`config.mk`:
```
export PLATFORM = sky130hd
export DESIGN_NAME = hls_fmul_pipe
export DESIGN_NICKNAME = d
export VERILOG_FILES = /design/src/rtl/hls_fp_pkg.sv /design/src/rtl/fpmult_m2.sv /design/src/rtl/hls_tag_fifo.sv /design/src/rtl/hls_fmul_pipe.sv
export SDC_FILE = /design/constraint.sdc
export NUM_CORES = 2
export LEC_CHECK = 0
export ABC_AREA = 0
export CAP_MARGIN = 25
export CORE_MARGIN = 3
export CORE_UTILIZATION = 59
export CTS_BUF_LIST = sky130_fd_sc_hd__clkbuf_2
export DETAILED_ROUTE_END_ITERATION = 16
export PLACE_DENSITY = 0.84
export SETUP_SLACK_MARGIN = 0.5
export SLEW_MARGIN = 20
export SYNTH_ARGS = -nofsm -noshare
export SYNTH_HDL_FRONTEND = slang
export SYNTH_SLANG_ARGS = --single-unit
```
`constraint.sdc`:
```
create_clock -name clk -period 6.1 [get_ports clk]
set_input_delay 0.915 -clock clk [delete_from_list [all_inputs] [get_ports clk]]
set_output_delay 0.915 -clock clk [all_outputs]
set_load 0.02 [all_outputs]
```
`src/rtl/hls_fp_pkg.sv`:
```
// Shared constants and types for the FP-multiply wrapper and its core.
// Latency: n/a (declarations only).
// Backpressure: n/a.
package hls_fp_pkg;

    localparam int FP_W         = 32;
    localparam int FMUL_LATENCY = 3;

    // Operand-pair classification decided in the core's first stage
    typedef enum logic [1:0] {
        CLS_NORM,
        CLS_ZERO,
        CLS_INF,
        CLS_NAN
    } fp_cls_t;

    localparam logic [FP_W-1:0] FP_ONE       = 32'h3F80_0000;
    localparam logic [FP_W-1:0] FP_ONE_HALF  = 32'h3FC0_0000;
    localparam logic [FP_W-1:0] FP_TWO       = 32'h4000_0000;
    localparam logic [FP_W-1:0] FP_THREE     = 32'h4040_0000;
    localparam logic [FP_W-1:0] FP_FOUR      = 32'h4080_0000;
    localparam logic [FP_W-1:0] FP_SIX       = 32'h40C0_0000;
    localparam logic [FP_W-1:0] FP_NEG_TWO   = 32'hC000_0000;
    localparam logic [FP_W-1:0] FP_NEG_THREE = 32'hC040_0000;
    localparam logic [FP_W-1:0] FP_QNAN      = 32'h7FC0_0000;

endpackage

```
`src/rtl/fpmult_m2.sv`:
```
// IEEE-754 single multiply, round-to-nearest-even, subnormals flushed to zero.
// Latency: FMUL_LATENCY (3) cycles from operand sample to res; samples every cycle.
// Backpressure: none, free-running; validity is tracked by the caller.
// Ports: clk, rst (async active-high), a/b operands, res product.
module fpmult_m2
    import hls_fp_pkg::*;
(
    input  logic            clk,
    input  logic            rst,
    input  logic [FP_W-1:0] a,
    input  logic [FP_W-1:0] b,
    output logic [FP_W-1:0] res
);

    logic            a_zero, b_zero, a_inf, b_inf, a_nan, b_nan;
    fp_cls_t         cls_n, s1_cls;
    logic            s1_sign;
    logic [9:0]      s1_exp;
    logic [47:0]     s1_prod;
    logic [23:0]     mant;
    logic            rnd_g, rnd_s;
    logic [24:0]     mant_r;
    logic [9:0]      exp_n, exp_r;
    logic [FP_W-1:0] res_n, s2_res;

    assign a_zero = (a[30:23] == 8'h00);
    assign b_zero = (b[30:23] == 8'h00);
    assign a_inf  = (&a[30:23]) && (a[22:0] == 23'd0);
    assign b_inf  = (&b[30:23]) && (b[22:0] == 23'd0);
    assign a_nan  = (&a[30:23]) && (a[22:0] != 23'd0);
    assign b_nan  = (&b[30:23]) && (b[22:0] != 23'd0);

    always_comb begin
        if (a_nan || b_nan || (a_inf && b_zero) || (a_zero && b_inf)) cls_n = CLS_NAN;
        else if (a_inf || b_inf)                                       cls_n = CLS_INF;
        else if (a_zero || b_zero)                                     cls_n = CLS_ZERO;
        else                                                           cls_n = CLS_NORM;
    end

    // Stage 2: normalise the 48-bit product (it lies in [1,4)) and round
    always_comb begin
        res_n = '0;
        if (s1_prod[47]) begin
            mant  = s1_prod[47:24];
            rnd_g = s1_prod[23];
            rnd_s = |s1_prod[22:0];
            exp_n = s1_exp + 10'd1;
        end else begin
            mant  = s1_prod[46:23];
            rnd_g = s1_prod[22];
            rnd_s = |s1_prod[21:0];
            exp_n = s1_exp;
        end
        // Ties go to even; an all-ones mantissa carries into the exponent
        mant_r = {1'b0, mant} + {24'd0, rnd_g & (rnd_s | mant[0])};
        exp_r  = exp_n + {9'd0, mant_r[24]};
        case (s1_cls)
            CLS_NAN:  res_n = FP_QNAN;
            CLS_INF:  res_n = {s1_sign, 8'hFF, 23'd0};
            CLS_ZERO: res_n = {s1_sign, 31'd0};
            default: begin
                if ($signed(exp_r) >= 10'sd255)    res_n = {s1_sign, 8'hFF, 23'd0};
                else if ($signed(exp_r) <= 10'sd0) res_n = {s1_sign, 31'd0};
                else res_n = {s1_sign, exp_r[7:0], mant_r[24] ? mant_r[23:1] : mant_r[22:0]};
            end
        endcase
    end

    always_ff @(posedge clk or posedge rst) begin
        if (rst) begin
            s1_sign <= 1'b0;
            s1_exp  <= '0;
            s1_cls  <= CLS_ZERO;
            s1_prod <= '0;
            s2_res  <= '0;
            res     <= '0;
        end else begin
            s1_sign <= a[31] ^ b[31];
            s1_exp  <= {2'b00, a[30:23]} + {2'b00, b[30:23]} - 10'd127;
            s1_cls  <= cls_n;
            s1_prod <= 48'({1'b1, a[22:0]}) * 48'({1'b1, b[22:0]});
            s2_res  <= res_n;
            res     <= s2_res;
        end
    end

endmodule

```
`src/rtl/hls_tag_fifo.sv`:
```
// Fall-through sync FIFO of {tag, result} words with occupancy count.
// Latency: push visible at head the cycle after the write edge.
// Backpressure: none internally; the caller's credits guarantee no overflow.
// Ports: push/push_dat write side, pop/head_vld/head_dat read side, count.
module hls_tag_fifo #(
    parameter  int DEPTH = 4,
    parameter  int W     = 36,
    localparam int CNT_W = $clog2(DEPTH + 1),
    localparam int PTR_W = (DEPTH > 1) ? $clog2(DEPTH) : 1
) (
    input  logic             clk,
    input  logic             rst_n,
    input  logic             push,
    input  logic [W-1:0]     push_dat,
    input  logic             pop,
    output logic             head_vld,
    output logic [W-1:0]     head_dat,
    output logic [CNT_W-1:0] count
);

    // Storage is rounded up to a power of two so the pointer always indexes it
    // exactly; pointers still wrap at DEPTH, so extra slots stay unused.
    localparam int SLOTS = 1 << PTR_W;

    logic [W-1:0]     mem [SLOTS];
    logic [PTR_W-1:0] wr_ptr, rd_ptr;

    function automatic logic [PTR_W-1:0] ptr_next(input logic [PTR_W-1:0] p);
        return (p == PTR_W'(DEPTH - 1)) ? '0 : p + PTR_W'(1);
    endfunction

    if (DEPTH < 1) begin : g_bad_depth
        $error("hls_tag_fifo: DEPTH must be at least 1");
    end

    always_ff @(posedge clk) begin
        if (push) mem[wr_ptr] <= push_dat;
    end

    // Full/empty come from count, never from comparing pointers
    always_ff @(posedge clk or negedge rst_n) begin
        if (!rst_n) begin
            wr_ptr <= '0;
            rd_ptr <= '0;
            count  <= '0;
        end else begin
            if (push) wr_ptr <= ptr_next(wr_ptr);
            if (pop)  rd_ptr <= ptr_next(rd_ptr);
            if (push && !pop)      count <= count + CNT_W'(1);
            else if (pop && !push) count <= count - CNT_W'(1);
        end
    end

    assign head_vld = (count != '0);
    assign head_dat = mem[rd_ptr];

    a_no_overflow:  assert property (@(posedge clk) disable iff (!rst_n) !(push && count == CNT_W'(DEPTH)));
    a_no_underflow: assert property (@(posedge clk) disable iff (!rst_n) !(pop && count == '0));

endmodule

```
`src/rtl/hls_fmul_pipe.sv`:
```
// Pipelined FP-multiply wrapper: valid/ready in, tag carried alongside, FIFO-buffered out.
// Latency: accept to out_valid is LATENCY+1 cycles; one op per cycle when credits allow.
// Backpressure: credit counter sized to the FIFO; in_ready drops at zero credits, registered only.
// Ports: in_valid/in_ready/in_tag/p0/p1 in, out_valid/out_ready/out_tag/out out, inflight/idle status.
module hls_fmul_pipe
    import hls_fp_pkg::*;
#(
    parameter  int LATENCY    = FMUL_LATENCY,
    parameter  int TAG_W      = 4,
    parameter  int OBUF_DEPTH = 4,
    localparam int CNT_W      = $clog2(OBUF_DEPTH + 1)
) (
    input  logic             clk,
    input  logic             reset,
    input  logic             in_valid,
    output logic             in_ready,
    input  logic [TAG_W-1:0] in_tag,
    input  logic [FP_W-1:0]  p0,
    input  logic [FP_W-1:0]  p1,
    output logic             out_valid,
    input  logic             out_ready,
    output logic [TAG_W-1:0] out_tag,
    output logic [FP_W-1:0]  out,
    output logic [CNT_W-1:0] inflight,
    output logic             idle
);

    if (LATENCY < 1) begin : g_bad_latency
        $error("hls_fmul_pipe: LATENCY must be at least 1");
    end
    if (LATENCY != FMUL_LATENCY) begin : g_latency_mismatch
        $error("hls_fmul_pipe: LATENCY must match the fpmult_m2 pipeline depth");
    end
    if (OBUF_DEPTH < 1) begin : g_bad_depth
        $error("hls_fmul_pipe: OBUF_DEPTH must be at least 1");
    end

    logic                   accept, pop, core_rst;
    logic [FP_W-1:0]        core_res;
    logic [LATENCY-1:0]     vld_sr;
    logic [TAG_W-1:0]       tag_sr [LATENCY];
    logic [CNT_W-1:0]       credits, fifo_cnt;
    logic [TAG_W+FP_W-1:0]  fifo_head;

    assign accept   = in_valid && in_ready;
    assign pop      = out_valid && out_ready;
    assign core_rst = ~reset;

    // The core samples p0/p1 every cycle; only vld_sr says which results are real
    fpmult_m2 u_core (
        .clk (clk),
        .rst (core_rst),
        .a   (p0),
        .b   (p1),
        .res (core_res)
    );

    // Clearing vld_sr on reset is what drops in-flight ops
    always_ff @(posedge clk or negedge reset) begin
        if (!reset) begin
            vld_sr <= '0;
        end else begin
            vld_sr[0] <= accept;
            for (int i = 1; i < LATENCY; i++) vld_sr[i] <= vld_sr[i-1];
        end
    end

    always_ff @(posedge clk) begin
        tag_sr[0] <= in_tag;
        for (int i = 1; i < LATENCY; i++) tag_sr[i] <= tag_sr[i-1];
    end

    // One credit per FIFO slot, so a write can never find the FIFO full
    always_ff @(posedge clk or negedge reset) begin
        if (!reset) begin
            credits <= CNT_W'(OBUF_DEPTH);
        end else if (accept && !pop) begin
            credits <= credits - CNT_W'(1);
        end else if (pop && !accept) begin
            credits <= credits + CNT_W'(1);
        end
    end

    assign in_ready = (credits != '0);
    assign inflight = CNT_W'(OBUF_DEPTH) - credits;
    assign idle     = (credits == CNT_W'(OBUF_DEPTH));

    hls_tag_fifo #(
        .DEPTH (OBUF_DEPTH),
        .W     (TAG_W + FP_W)
    ) u_obuf (
        .clk      (clk),
        .rst_n    (reset),
        .push     (vld_sr[LATENCY-1]),
        .push_dat ({tag_sr[LATENCY-1], core_res}),
        .pop      (pop),
        .head_vld (out_valid),
        .head_dat (fifo_head),
        .count    (fifo_cnt)
    );

    assign {out_tag, out} = fifo_head;

    a_fifo_within_inflight: assert property (@(posedge clk) disable iff (!reset) fifo_cnt <= inflight);

endmodule

```
After elaboration in Yosys (flattened, before gate mapping)
Memory sizes are Yosys's and may differ from the RTL's.
Index checks and enable logic that the tools add are counted.
{ "totals": {"ff_bits": 138, "latch_bits": 0, "mem_bits_rw": 156, "romBits": 0, "input_bits": 72, "out_inout_bits": 42, "wordCells": 90, "n_memories": 2} }
{ "op_classes": {"n_addsub": 12, "n_mul": 1, "div_mod_pow": 0, "n_lt_le_gt_ge": 2, "n_eq_ne": 6, "shifts": 0, "mux": 19, "bitwise": 3, "n_reduce_logical": 34} }
{ "memory_table": {"columns": ["name", "words", "width", "rd", "rd_ports_with_merged_regs", "wr", "line", "source"], "rows": [
  ["u_obuf.mem", 4, 36, 1, 0, 1, "hls_tag_fifo.sv:25", "logic [W-1:0] mem [SLOTS];"],
  ["tag_sr", 3, 4, 3, 0, 3, "hls_fmul_pipe.sv:41", "logic [TAG_W-1:0] tag_sr [LATENCY];"]
]} }
{ "ops": {"columns": ["cell", "n"], "rows": [
  ["case mux 32 bit (3 select lines)", 1],
  ["2-to-1 mux 31 bit", 2],
  ["multiplier 24 x 24 -> 48 bit", 1],
  ["logical NOT 23 bit", 2],
  ["nonzero test 23 bit", 2],
  ["adder 24 x 1 -> 25 bit", 1],
  ["2-to-1 mux 24 bit", 1],
  ["2-to-1 mux 23 bit", 1],
  ["OR reduction 23 bit", 1],
  ["OR reduction 22 bit", 1],
  ["logical NOT 8 bit", 2],
  ["AND reduction 8 bit", 2],
  ["logical AND 1 bit", 12],
  ["2-to-1 mux 3 bit", 4],
  ["adder 10 x 1 -> 10 bit", 1],
  ["adder 10 x 1 -> 10 bit, second input constant", 1],
  ["greater-or-equal comparator 10 x 9 -> 1 bit, second input constant", 1],
  ["<= comparator 10 x 1 -> 1 bit, second input constant", 1],
  ["2-to-1 mux 10 bit", 1],
  ["subtractor 10 x 7 -> 10 bit, second input constant", 1],
  ["adder 8 x 8 -> 9 bit", 1],
  ["equality test 2 bit, second input constant", 4],
  ["2-to-1 mux 2 bit", 4],
  ["adder 3 x 1 -> 3 bit, second input constant", 2],
  ["13 further kinds", 27]
]} }

Depth between registers and ports, before layout
{ "logic_depth": {"depth_word": 10, "depth_mapped": 27, "mapped_depth_nobuf": 24} }

By module
Synthesis repeated with hierarchy kept, for this count alone.
{ "hier_totals": {"cells_unflattened": 2881, "hier_area_um2": 30387.9} }
{ "modules_own_cells": {"columns": ["module", "n_inst", "cells_per_inst", "area_each_um2", "seq_area_each_um2"], "rows": [
  ["fpmult_m2", 1, 2617, 24225.7, 3129.3],
  ["hls_tag_fifo", 1, 224, 5614.1, 4499.3],
  ["hls_fmul_pipe", 1, 40, 548.0, 391.6]
]} }

Worst setup path before layout
No wires, ideal clock.
{ "synth_path": {"path_type": "input -> register", "start": "input port p1[3]", "end": "register u_core.s1_prod[35]", "setup_ns": 0.128, "arrival_time_ns": 6.825, "t_required_ns": 5.972, "setup_slack_ns": -0.853, "cell_stages": 25, "path_buffers": 1, "cell_sequence": "clkbuf_1 > nand2_1 > fa_1 > inv_1 > fa_1 > inv_1 > fa_1 > inv_1 > fa_1 > inv_1 > fa_1 > inv_1 > fa_1 > inv_1 > fa_1 > inv_1 > ha_1 > a21oi_1 > o21a_1 > a211o_1 > a221oi_1 > o21ai_1 > a21oi_1 > a311oi_1 > xnor2_1"} }
{ "synth_between": {"elab_chain_len": 1} }
{ "synth_lines": {"columns": ["element", "line", "source"], "rows": [
  ["from (decl)", "hls_fmul_pipe.sv:19", "input logic [FP_W-1:0] p1,"],
  ["multiplier 24 x 24 -> 48 bit", "fpmult_m2.sv:81", "s1_prod <= 48'({1'b1, a[22:0]}) * 48'({1'b1, b[22:0]});"],
  ["to (signal assigned)", "fpmult_m2.sv:81", null],
  ["to (decl)", "fpmult_m2.sv:19", "logic [47:0] s1_prod;"]
]} }
No other way between the ends.
A chain may end at the register's enable or synchronous reset.

Final worst setup path
{ "layout_path": {"start": "input port p0[12]", "end": "register u_core.s1_prod[35]"} }
{ "layout_between": {"elab_chain_len": 1} }
{ "layout_lines": {"columns": ["element", "line", "source"], "rows": [
  ["from (decl)", "hls_fmul_pipe.sv:18", "input logic [FP_W-1:0] p0,"],
  ["multiplier 24 x 24 -> 48 bit", "fpmult_m2.sv:81", null]
]} }
No other way between the ends.

==> flow_summary.toml <==
[timing]
slew-limit-headroom_pct = 38.79
finalHoldViolCount = 0
period_needed_ns = 6.514
setup_violations = 26
tightest_slew_ns = 0.9181
fin_ws_ns = -0.4142
finalSetupTns_ns = -6.693
fmax_mhz = 153.5
finalCritPeriodShare_pct = 106.8
drv_slew = 0
rsz0062_at_grt = "yes"
skew_ns = 0.08862

[grt]
grt.total_usage_pct = 34.11
grt_start_max_net_pins = 80
grt_antenna_before_repair = 4
grt-ovfl-total = 0
first_global_vias = 25790
grt_pass1_wl_mm = 141.4

[synthesis]
synthArstFlopShare_pct = 46.94
syn_area_um2 = 30410
synth-xor-area-share_pct = 3.279
seq_area_frac_synth_pct = 26.37
synth_fa_ha_area_share_pct = 39.99
yosys.area_share.simple_pct = 13.66
synth_cells = 2881
synth_warnings = 0
syn-num-nets = 3634
synth_top_family_by_area = "adder cells"
ys.flop_type = "edfxtp_1"
syn_area_per_cell_um2 = 10.56
synth_edf_count = 144
synth_cell_types = 72
synth.mux.area_fraction_pct = 3.419
ys_seq_elements = 294
synth-compound-area-share_pct = 4.464

[worst_setup_path]
cp_slowest_cell = "fa_1"
crit_arrival_ns = 7.21
crit_fanout = 4
crit_top_cell = "fa_1"
end_kind = "flip-flop"
required_ns = 6.79
regToRegSetupSlack_ns = 1.12
cpPeakStageDelay_ns = 0.58
worstReg2RegStart = "u_core.s1_prod[47]$_DFF_PN0_"
path_class = "primary input to flip-flop"
ff2ff_path_depth = 16
setup.worst_path.start_class = "primary input"
worstReg2RegEnd = "u_core.s2_res[14]$_DFF_PN0_"

[clock_tree]
clock-sinks = 294
path_clk_slew_ns = 0.13
clk_latency_ns = 0.85
h-tree-depth = 2
cts_buffers = 58
cts_root_buffer = "clkbuf_2"
cts_hold_buffers = 0
cts_buffer_depth = 3
tritoncts = "built"

[floorplan]
num_io_pins = 114
fp.dieW_um = 233.0
num_rows = 82
core-area_um2 = 50580
die_y_um = 233.0
initial_utilization_pct = 60.12
dieArea_um2 = 54300

[routing]
vias = 23660
wire_per_inst_um = 22.40
drc = 0
first_pass_iters = 7
ant_nets = 0
wirelength_mm = 92.22
drtIter0Drc = 2161
avgViaCountPerCell = 5.746

[run]
maxCapViolations = 0

[final_layout]
drive_gt1_share_pct = 28.55
multiInputGateArea_um2 = 21090
area_growth_pct = 26.63
final_cell_count_no_fill = 4117
ff_latch_area_um2 = 8023
n_fill_cell = 2986
final_common_cell = "inv_1"
final_cell_mix = "519 x inv_1, 426 x fa_1, 328 x buf_4, 293 x nand2_1, 211 x and2_1"
final_nets = 4147

[outcome]
violations = "negative setup slack"
status = "finished, violations left"

[hold_path]
min_path_type = "primary input to async pin"

[placed_design]
dp.cells = 3841
numPortBuffers = 113
place_congestion = 0.9499
dp_hpwl_mm = 64.09
==> registers in the layout (all words and copies together), names as in the netlist, 3 cells and up <==
name / count
u_obuf.mem: 144
u_core.s1_prod: 48
u_core.res: 32
u_core.s2_res: 32
tag_sr: 12
u_core.s1_exp: 10
credits: 3
u_obuf.count: 3
vld_sr: 3
==> through the flow <==
step	util (%)	instance area (µm²)	worst slack, ns	hold WS, ns
floorplan	-	31180	-0.5013	0.3096
global placement	69.19	35000	-1.482	0.3171
detailed placement	69.20	35000	-1.560	0.3187
CTS	74.89	37880	-0.2399	0.04694
global route	76.13	38510	-0.4667	0.06502
finish	76.13	38510	-0.4142	0.09923
==> worst max-delay path by stage <==
stage | startpoint | endpoint | slack (ns)
5_1_grt | p0[12] | u_core.s1_prod[27]$_DFF_PN0_ | -0.47
3_5_place_dp | p1[8] | u_core.s1_prod[40]$_DFF_PN0_ | -1.56
4_1_cts | p0[12] | u_core.s1_prod[40]$_DFF_PN0_ | -0.24
3_3_place_gp | p0[6] | u_core.s1_prod[26]$_DFF_PN0_ | -1.48
2_1_floorplan | p1[6] | u_core.s1_prod[35]$_DFF_PN0_ | -0.50
6_report | p0[12] | u_core.s1_prod[35]$_DFF_PN0_ | -0.41
==> cell usage after synthesis, drive strengths merged, types with 28 or more instances <==
master	count	area [µm²]
inv	581	2181
fa	485	9709
nand2	315	1182
and2	260	1627
ha	196	2452
edfxtp	144	4324
dfrtp	136	3403
clkbuf	109	409.1
nor2	79	299.0
a21oi	76	380.4
xnor2	69	611.8
xor2	44	385.4
o21ai	42	210.2
mux4	36	810.8
nand3	30	150.1
nor3	28	196.5
==> area by class of cell <==
type                       instances  area share, %
tap                              672          2.183
multi-input combinational       1881          54.76
clock inverter                    26         0.2924
inverter                         584          5.790
sequential                       294          20.83
timing repair buffer             575          15.05
clock buffer                      83          1.079
antenna                            2        0.01300
==> per-layer routing <==
layer	track usage, %	part of all wire [%]	wire, µm	up-vias
li1	-	-	-	10070
met1	41.82	35	32590	11630
met2	56.78	47	43780	1514
met3	7.689	10	9420	448
met4	17.74	7.0	6426	0
met5	0	0	0	-
==> logic make-up (layout without fill, tap and decap cells) <==
family / count (synthesis) / in the layout
AND/OR/NAND/NOR: 816 / 816
buffers and inverters: 706 / 1268
adder cells (fa/ha/maj): 681 / 681
flip-flops: 294 / 294
AO/OA/AOI/OAI: 213 / 213
XOR/XNOR: 113 / 113
multiplexers: 58 / 58
other: 0 / 2
==> critical path, delay by kind of cell <==
family | cells | cell delay [ns]
fa+ha+maj | 8 | 3.88
compound gates | 5 | 1.06
buf+inv | 13 | 1.03
simple gates | 2 | 0.16
xor+xnor | 1 | 0.15
==> timing repair <==
action / 4_1_cts / 5_1_grt
endpoints found under the setup margin: 35 / 34
cloned: 21 / 1
pin swaps: 205 / 136
buffers inserted: 107 / 36
resized for setup: 433 / 156
Power is not shown: default switching activity piles up to over one toggle a cycle in this logic, so the estimate is an artifact.
